--- config.mk ---
export PLATFORM = sky130hd
export DESIGN_NAME = imem_loader
export DESIGN_NICKNAME = d
export VERILOG_FILES = /design/src/rtl/imem_loader_pkg.sv /design/src/rtl/imem_loader_byte_packer.sv /design/src/rtl/imem_loader.sv
export SDC_FILE = /design/constraint.sdc
export NUM_CORES = 1
export LEC_CHECK = 0
export CAP_MARGIN = 20
export CORE_MARGIN = 2
export CORE_UTILIZATION = 60
export DETAILED_ROUTE_END_ITERATION = 8
export PLACE_DENSITY = 0.87
export REMOVE_ABC_BUFFERS = 1
export SLEW_MARGIN = 20
export SYNTH_ARGS = -nofsm -noshare
export SYNTH_HDL_FRONTEND = slang
export SYNTH_SLANG_ARGS = --single-unit
--- constraint.sdc ---
create_clock -name clk -period 5.9 [get_ports clk]
set_input_delay 1.18 -clock clk [delete_from_list [all_inputs] [get_ports clk]]
set_output_delay 1.18 -clock clk [all_outputs]
set_load 0.1 [all_outputs]
--- src/rtl/imem_loader_pkg.sv ---
`default_nettype none
// ============================================================================
//  Module      : imem_loader_pkg
//  Description : Shared types and constants for the instruction-memory loader
//                (FSM state encoding, frame field sizes, DLX text base).
//  Revision    : 1.0  initial release
// ============================================================================
package imem_loader_pkg;

  // Loader FSM states
  typedef enum logic [2:0] {
    ST_ADDR  = 3'd0,
    ST_COUNT = 3'd1,
    ST_DATA  = 3'd2,
    ST_CSUM  = 3'd3,
    ST_RUN   = 3'd4,
    ST_ERR   = 3'd5
  } state_t;

  // Frame field sizes in bytes
  localparam int ADDR_BYTES  = 4;
  localparam int COUNT_BYTES = 2;
  localparam int WORD_BYTES  = 4;

  // Start of the DLX text segment; the CPU's PC reset value uses it as well
  localparam logic [31:0] DLX_TEXT_BASE = 32'h0040_0000;

endpackage
`default_nettype wire

--- src/rtl/imem_loader_byte_packer.sv ---
`default_nettype none
// ============================================================================
//  Module      : byte_packer
//  Description : Big-endian 4-byte shift register. Presents the assembled
//                word combinationally together with the byte that completes
//                it, so the caller can register it on the same edge.
//  Revision    : 1.0  initial release
// ============================================================================
module byte_packer
  import imem_loader_pkg::*;
(
  input  logic        clk,
  input  logic        rst_n,
  input  logic        clr,
  input  logic        shift_en,
  input  logic [7:0]  byte_in,
  output logic [1:0]  idx,
  output logic [31:0] word,
  output logic        word_valid
);

  // Only the three earlier bytes need storage; the fourth is the live input
  logic [23:0] r_shift;
  logic [1:0]  r_idx;

  assign word       = {r_shift, byte_in};
  assign word_valid = shift_en && (r_idx == 2'(WORD_BYTES - 1));
  assign idx        = r_idx;

  // Shift one byte in per accepted transfer; index wraps after each word
  always_ff @(posedge clk or negedge rst_n) begin
    if (!rst_n) begin
      r_shift <= '0;
      r_idx   <= '0;
    end else if (clr) begin
      r_idx   <= '0;
    end else if (shift_en) begin
      r_shift <= word[23:0];
      r_idx   <= r_idx + 2'd1;
    end
  end

endmodule
`default_nettype wire

--- src/rtl/imem_loader.sv ---
`default_nettype none
// ============================================================================
//  Module      : imem_loader
//  Description : Boot-time loader. Parses a byte-serial frame (base, count,
//                data words, XOR checksum), writes the words into instruction
//                memory and releases the CPU reset once the image verifies.
//  Revision    : 1.0  initial release
// ============================================================================
module imem_loader
  import imem_loader_pkg::*;
#(
  parameter logic [31:0] TEXT_BASE = DLX_TEXT_BASE,
  parameter int          MAX_WORDS = 1024
) (
  input  logic        clk,
  input  logic        rst_n,
  input  logic        rx_valid,
  input  logic [7:0]  rx_data,
  output logic        rx_ready,
  input  logic        reload,
  output logic        imem_we,
  output logic [31:0] imem_addr,
  output logic [31:0] imem_wdata,
  output logic        cpu_rst_n,
  output logic        load_done,
  output logic        load_error,
  output logic [15:0] words_loaded
);

  // One past the last legal byte address of the text segment
  localparam logic [33:0] c_limit = {2'b00, TEXT_BASE} + 34'(MAX_WORDS) * 34'd4;

  state_t      r_state;
  logic [7:0]  r_xor;
  logic [31:0] r_base;
  logic [31:0] r_wr_addr;
  logic [15:0] r_count;
  logic [7:0]  r_cnt_hi;
  logic        r_cnt_idx;

  logic        w_take;
  logic        w_pk_shift;
  logic        w_pk_clr;
  logic [1:0]  w_pk_idx;
  logic [31:0] w_pk_word;
  logic        w_pk_valid;
  logic [15:0] w_count;
  logic [33:0] w_end;
  logic        w_hdr_bad;
  logic        w_idle;

  assign w_take     = rx_valid && rx_ready;
  assign w_idle     = (r_state == ST_RUN) || (r_state == ST_ERR);
  assign w_pk_shift = w_take && ((r_state == ST_ADDR) || (r_state == ST_DATA));
  assign w_pk_clr   = w_idle && reload;

  byte_packer u_packer (
    .clk        (clk),
    .rst_n      (rst_n),
    .clr        (w_pk_clr),
    .shift_en   (w_pk_shift),
    .byte_in    (rx_data),
    .idx        (w_pk_idx),
    .word       (w_pk_word),
    .word_valid (w_pk_valid)
  );

  // Header checks, valid while the second count byte is on rx_data.
  // base + 4N > limit is the same test as base + 4N - 1 > limit - 1 but
  // avoids the underflow when N is zero; 34 bits leave no room to wrap.
  assign w_count   = {r_cnt_hi, rx_data};
  assign w_end     = {2'b00, r_base} + {16'h0000, w_count, 2'b00};
  assign w_hdr_bad = (r_base[1:0] != 2'b00)
                  || (r_base < TEXT_BASE)
                  || ({16'h0000, w_count} > 32'(MAX_WORDS))
                  || (w_end > c_limit);

  // Frame FSM with registered handshake, write port and status outputs
  always_ff @(posedge clk or negedge rst_n) begin
    if (!rst_n) begin
      r_state      <= ST_ADDR;
      r_xor        <= '0;
      r_base       <= '0;
      r_wr_addr    <= '0;
      r_count      <= '0;
      r_cnt_hi     <= '0;
      r_cnt_idx    <= 1'b0;
      rx_ready     <= 1'b1;
      imem_we      <= 1'b0;
      imem_addr    <= '0;
      imem_wdata   <= '0;
      cpu_rst_n    <= 1'b0;
      load_done    <= 1'b0;
      load_error   <= 1'b0;
      words_loaded <= '0;
    end else begin
      imem_we <= 1'b0;
      case (r_state)
        ST_ADDR: begin
          if (w_take) begin
            r_xor <= r_xor ^ rx_data;
            if (w_pk_idx == 2'(ADDR_BYTES - 1)) begin
              r_base  <= w_pk_word;
              r_state <= ST_COUNT;
            end
          end
        end
        ST_COUNT: begin
          if (w_take) begin
            r_xor <= r_xor ^ rx_data;
            if (r_cnt_idx == 1'(COUNT_BYTES - 1)) begin
              r_cnt_idx <= 1'b0;
              r_count   <= w_count;
              r_wr_addr <= r_base;
              if (w_hdr_bad) begin
                r_state    <= ST_ERR;
                rx_ready   <= 1'b0;
                load_error <= 1'b1;
              end else if (w_count == 16'd0) begin
                r_state <= ST_CSUM;
              end else begin
                r_state <= ST_DATA;
              end
            end else begin
              r_cnt_hi  <= rx_data;
              r_cnt_idx <= 1'b1;
            end
          end
        end
        ST_DATA: begin
          if (w_take) begin
            r_xor <= r_xor ^ rx_data;
            if (w_pk_valid) begin
              imem_we      <= 1'b1;
              imem_addr    <= r_wr_addr;
              imem_wdata   <= w_pk_word;
              r_wr_addr    <= r_wr_addr + 32'(WORD_BYTES);
              words_loaded <= words_loaded + 16'd1;
              if (words_loaded + 16'd1 == r_count) begin
                r_state <= ST_CSUM;
              end
            end
          end
        end
        ST_CSUM: begin
          if (w_take) begin
            rx_ready <= 1'b0;
            if (rx_data == r_xor) begin
              r_state   <= ST_RUN;
              cpu_rst_n <= 1'b1;
              load_done <= 1'b1;
            end else begin
              r_state    <= ST_ERR;
              load_error <= 1'b1;
            end
          end
        end
        ST_RUN, ST_ERR: begin
          if (reload) begin
            r_state      <= ST_ADDR;
            rx_ready     <= 1'b1;
            cpu_rst_n    <= 1'b0;
            load_done    <= 1'b0;
            load_error   <= 1'b0;
            r_xor        <= '0;
            r_cnt_idx    <= 1'b0;
            words_loaded <= '0;
          end
        end
        default: begin
          r_state  <= ST_ADDR;
          rx_ready <= 1'b1;
        end
      endcase
    end
  end

endmodule
`default_nettype wire
==> After elaboration in Yosys (flattened, before gate mapping) <==
Cells that the tools add are included.
{ "word_totals": {"ff_bits": 210, "out_inout_bits": 85, "elab_cells": 132} }
{ "classes": {"add_sub_neg": 4, "magnitude_cmp": 3, "eq_ne": 21, "mux": 49, "bitwise": 4, "n_reduce_logical": 35} }
{ "op_table": {"columns": ["cell", "n"], "rows": [
  ["2-to-1 mux 32 bit", 4],
  ["one-hot mux 32 bit (2 select lines)", 1],
  ["2-to-1 mux 16 bit", 3],
  ["adder 32 x 18 -> 33 bit", 1],
  ["greater-than comparator 33 x 23 -> 1 bit, second input constant", 1],
  ["adder 32 x 3 -> 32 bit, second input constant", 1],
  ["less-than comparator 32 x 23 -> 1 bit, second input constant", 1],
  ["one-hot mux 16 bit (2 select lines)", 1],
  ["2-to-1 mux 3 bit", 10],
  ["2-to-1 mux 1 bit", 20],
  ["inequality test 2 bit, second input constant", 9],
  ["AND reduction 3 bit", 6],
  ["adder 16 x 1 -> 16 bit, second input constant", 1],
  ["== test 16 bit", 1],
  ["greater-than comparator 16 x 11 -> 1 bit, second input constant", 1],
  ["logical NOT 16 bit", 1],
  ["2-to-1 mux 8 bit", 2],
  ["one-hot mux 8 bit (2 select lines)", 1],
  ["one-hot mux 3 bit (5 select lines)", 1],
  ["nonzero test 2 bit", 7],
  ["AND reduction 9 bit", 1],
  ["== test 8 bit", 1],
  ["inequality test 2 x 1 -> 1 bit, second input constant", 4],
  ["AND reduction 4 bit", 2],
  ["21 further kinds", 35]
]} }

==> Logic depth before layout (Yosys ltp) <==
{ "logic_depth": {"depth_word": 8, "ltp_mapped": 12} }

==> Hierarchy <==
Synthesis repeated with hierarchy kept, for this count alone.
{ "unflattened": {"cells_unflattened": 1220, "hier_area_um2": 11187.0} }
{ "modules_own_cells": {"columns": ["mod", "instances", "cells_per_inst", "area_per_inst_um2", "seq_area_each_um2"], "rows": [
  ["imem_loader", 1, 1152, 10019.6, 4605.7],
  ["byte_packer", 1, 68, 1167.4, 650.6]
]} }

==> Worst setup path after synthesis <==
OpenSTA, ideal clock, no wires.
{ "synth_timing": {"path_kind": "input port to flip-flop", "from": "input port rx_data[0]", "to": "register rx_ready", "setup_ps": 63, "arrival_time_ps": 3604, "required_time_ps": 5837, "setup_slack_ps": 2233, "stages": 12, "path_buffers": 0, "cell_sequence": "ha_1 > fa_1 > a21o_1 > a221o_2 > a21oi_4 > a211oi_1 > nor3_2 > a31oi_1 > nor4_2 > nor2_1 > nor2_2 > a32o_1"} }
{ "synth_between": {"elab_chain_len": 5} }
{ "synth_rtl": {"columns": ["item", "line_no", "source"], "rows": [
  ["start, declared", "imem_loader.sv:18", "input logic [7:0] rx_data,"],
  ["adder 32 x 18 -> 33 bit / greater-than comparator 16 x 11 -> 1 bit (equally long branches)", "imem_loader.sv:72, imem_loader.sv:75", null],
  ["greater-than comparator 33 x 23 -> 1 bit / logical OR 1 bit (equally long branches)", "imem_loader.sv:76, imem_loader.sv:75", null],
  ["logical OR 1 bit *", "imem_loader.sv:76", "|| (w_end > c_limit);"],
  ["inequality test 2 bit (no line) *", null, null],
  ["AND reduction 6 bit (no line) *", null, null],
  ["end signal, assigned", "imem_loader.sv:88", "rx_ready <= 1'b1;"],
  ["end signal, assigned", "imem_loader.sv:117", "rx_ready <= 1'b0;"],
  ["end signal, assigned", "imem_loader.sv:147", "rx_ready <= 1'b0;"],
  ["end, declared", "imem_loader.sv:19", "output logic rx_ready,"]
]} }
Every way passes the cells marked *; elsewhere a longest branch is shown, timed or not.
A chain may end at the register's enable or synchronous reset.

==> Final worst setup path <==
{ "layout_timing": {"from": "input port rx_data[0]", "to": "register load_error"} }
{ "layout_between": {"elab_chain_len": 5} }
{ "layout_rtl": {"columns": ["item", "line_no", "source"], "rows": [
  ["adder 32 x 18 -> 33 bit / greater-than comparator 16 x 11 -> 1 bit (equally long branches)", "imem_loader.sv:72, imem_loader.sv:75", null],
  ["greater-than comparator 33 x 23 -> 1 bit / logical OR 1 bit (equally long branches)", "imem_loader.sv:76, imem_loader.sv:75", null],
  ["logical OR 1 bit", "imem_loader.sv:76", null],
  ["inequality test 2 bit (no line)", null, null],
  ["AND reduction 7 bit (no line) *", null, null],
  ["end signal, assigned", "imem_loader.sv:94", "load_error <= 1'b0;"],
  ["end signal, assigned", "imem_loader.sv:118", "load_error <= 1'b1;"],
  ["end signal, assigned", "imem_loader.sv:154", "load_error <= 1'b1;"],
  ["end, declared", "imem_loader.sv:26", "output logic load_error,"]
]} }
Marked as above.

==> metrics.txt <==
Global Route Usage Sum=0.2841; post-CTS setup buffer count=0; Hold WS=between 0.4 and 0.5 ns; type of origin of the critical path=input port; Via Count=9,228; maxcap violations=0; Net count, final=1,321; worst path bufs/invs=1; sequential-to-total area share from yosys stat=0.4833; Synth async-reset ratio=1.000; HP Class=reg2reg; dominant cell type by area after synthesis=dfrtp_1; critical path class=in2reg; Initial DRC Count=a little over 700; R2R Path Start=r_base[2]$_DFFE_PN0P_; Global Route met3 Usage=0.03177; Area Overhead vs Synth=16.70%; count leader, synth=nand2_1; dpl hpwl=18.84 mm; cts hold-fix bufs=0; Port Buf Inserts=96; ys flop type=dfrtp_1; WP depth=13; largest cells by area after synthesis=dfrtp_1, nand2_1, mux2_2; DRC viols=0; CP max stage cell=clkdlybuf4s50_1; Worst-Margin Slew=between 1 and 1.5 ns; Hold Crit Start=imem_addr[15]$_DFFE_PN0P_; Hold Path Depth=2; placed cell count=1,493; Mapped Cells=roughly 1,200; CP max FO=10; Max Buffers Root-to-Sink=3; clk_skew=about 0.0095 ns; CTS Sinks=210; die extent in x=roughly 140 um; layout cell share with drive strength beyond 1=0.1027; Post-synth EDFFs=0; R2R setup slack=roughly 2.6 ns; Worst-path clk slew=0.06 ns; largest net degree at the start of global routing=~120; Max Clock Freq=234.9 MHz; Syn Area/Cell=8.836 um2; root buf cell=clkbuf_16; hold violation total from the final report=0; area share of the leading cell type in the synthesized netlist=0.4808; Finished Layout Cells=1,534; Required @ worst endpoint=6.24 ns; Commonest cells post-synth=nand2_1, dfrtp_1, o21ai_0; CP cell instances=clkdlybuf4s50_1 -> ha_1 -> fa_1 -> a21o_1 -> a221o_2 -> xnor2_1 -> nand4_1 -> a211oi_1 -> a31oi_1 -> nor3_1 -> a211oi_2 -> nor2_2 -> a221oi_1; peak supply drop=268.7 uV; final worst path period share=0.7216; Routed Antenna Nets=0; cells on worst reg2reg path=12; I/O pin total=97; layer with the highest usage=met2; drt pass-1 iters=5; Final Util=0.7090; Die Ht=138.6 um; Setup-failing EPs final=0; core area=~0.018 mm2; run status=completed; Worst Hold Path EP=imem_addr[15]$_DFFE_PN0P_; vias per inst=6.016; #FFs+latches synth=210; crit end category=register; max incr delay on CP=~0.59 ns; final wirelength=around 28 mm; H-tree Lvls=1; Slew Limit Fails=0; Syn. warnings=0; Slew HR=0.2828; Cell Area, Synth=0.01088 mm2; vias in the first global route=a little under 9,000; routing usage on met2=0.4398; num rows=a little under 50; routability cong.=between 0.9 and 1; grt met1 use=0.4331; Pwr Density=between 300 and 400 mW/mm2; GRT overflow=0; die area=0.01922 mm2; post_cts resized=0; CTS Buf Count=23; cell family with most CP delay=compound AO/OA/AOI/OAI gates; WL/cell=between 15 and 20 um; initial antenna violation count=0; FF-to-FF End=load_error$_DFFE_PN0P_; global-route wire length before repair=roughly 45 mm; setup tns final=0 ns; P_leak=approximately 5.8 nW; CP Data Arrival Time=roughly 4.6 ns; Initial Utilization=0.6076; RSZ-0062 raised after global routing=false; TritonCTS clock tree=built; clk_lat worst skew=about 0.5 ns; antenna cells=0; final critical-path required period=4.257 ns; Yosys cell types=between 70 and 80
==> layer usage <==
| layer | vias up | part of all wire | wire length, um |
|---|---|---|---|
| li1 | 4365 | - | - |
| met1 | 4489 | 0.46 | 12570 |
| met2 | 330 | 0.46 | 12690 |
| met3 | 44 | 0.060 | 1648 |
| met4 | 0 | 0.021 | 590 |
| met5 | - | 0 | 0 |
==> metrics by stage <==
step,total power [mW],worst slack [ns],area (um2)
global route,4.633,1.413,12690
CTS,4.426,1.658,12690
finish,4.418,1.643,12690
global placement,2.929,1.214,11920
floorplan,2.649,-0.3279,10580
detailed placement,2.966,1.150,11920
==> worst min-delay path, stage by stage, from the launching register on <==
cell     delay, ns
dfrtp_1       0.34
nand2_1       0.05
nand2_1       0.05
==> how the worst max path moves through the flow <==
stage | slack, ns | to | from
5_1_grt | 1.41 | load_error$_DFFE_PN0P_ | rx_data[0]
3_3_place_gp | 1.21 | load_error$_DFFE_PN0P_ | rx_data[0]
6_report | 1.64 | load_error$_DFFE_PN0P_ | rx_data[0]
2_1_floorplan | -0.33 | words_loaded[14]$_DFFE_PN0P_ | r_state[2]$_DFFE_PN0P_
3_5_place_dp | 1.15 | load_error$_DFFE_PN0P_ | rx_data[0]
4_1_cts | 1.66 | load_error$_DFFE_PN0P_ | rx_data[0]
==> layout by cell type (no fill, tap or decap), drive strengths merged, types with 5 or more instances in the layout <==
| master | Yosys | layout |
|---|---|---|
| nand3 | 44 | 44 |
| xor2 | 17 | 17 |
| clkinv | 0 | 5 |
| o21ai | 94 | 94 |
| a21o | 10 | 10 |
| a21oi | 84 | 84 |
| o22ai | 18 | 18 |
| xnor2 | 27 | 27 |
| inv | 20 | 21 |
| buf | 14 | 10 |
| ha | 19 | 19 |
| nand2 | 350 | 350 |
| clkdlybuf4s50 | 0 | 95 |
| nand4 | 15 | 15 |
| mux2 | 57 | 57 |
| and2 | 7 | 7 |
| nor3 | 19 | 19 |
| dfrtp | 209 | 209 |
| clkbuf | 59 | 33 |
| a31oi | 9 | 9 |
| o31ai | 10 | 10 |
| nor4 | 8 | 8 |
| a211oi | 6 | 6 |
| nor2 | 64 | 64 |
| and3 | 13 | 13 |
==> kinds of logic after synthesis <==
family                     synth area share
AOI/OAI and AO/OA                    0.1464
buffers and inverters               0.03428
muxes                               0.06269
DFF                                  0.4833
and+or+nand+nor                      0.2142
adders and majority gates           0.02370
xor gates and xnor gates            0.03543
==> sequential cells by signal, indices dropped and copies added (netlist names) <==
register / count
imem_addr: 32
imem_wdata: 32
imem_we: 1
load_done: 1
load_error: 1
r_base: 32
r_cnt_hi: 8
r_cnt_idx: 1
r_count: 16
r_state: 3
r_wr_addr: 32
r_xor: 8
rx_ready: 1
u_packer.idx: 2
u_packer.r_shift: 24
words_loaded: 16
==> report_power, final <==
group          leakage [nW]  internal, mW  switching (mW)
Clock                 0.383         0.879           0.577
Sequential             2.79          1.72           0.310
Combinational          2.64         0.395           0.539
Total                  5.82          2.99            1.43
==> cell type report <==
class | count | area, um2
fillers | 1385 | 5209
repair buffers | 106 | 1040
clock inverters | 9 | 101.3
inverters | 20 | 75.07
well taps | 229 | 286.5
flip-flops and latches | 210 | 5256
clock buffers | 32 | 669.4
multi-input cells | 928 | 5265
Note: power is estimated with default switching activity, not from simulation.
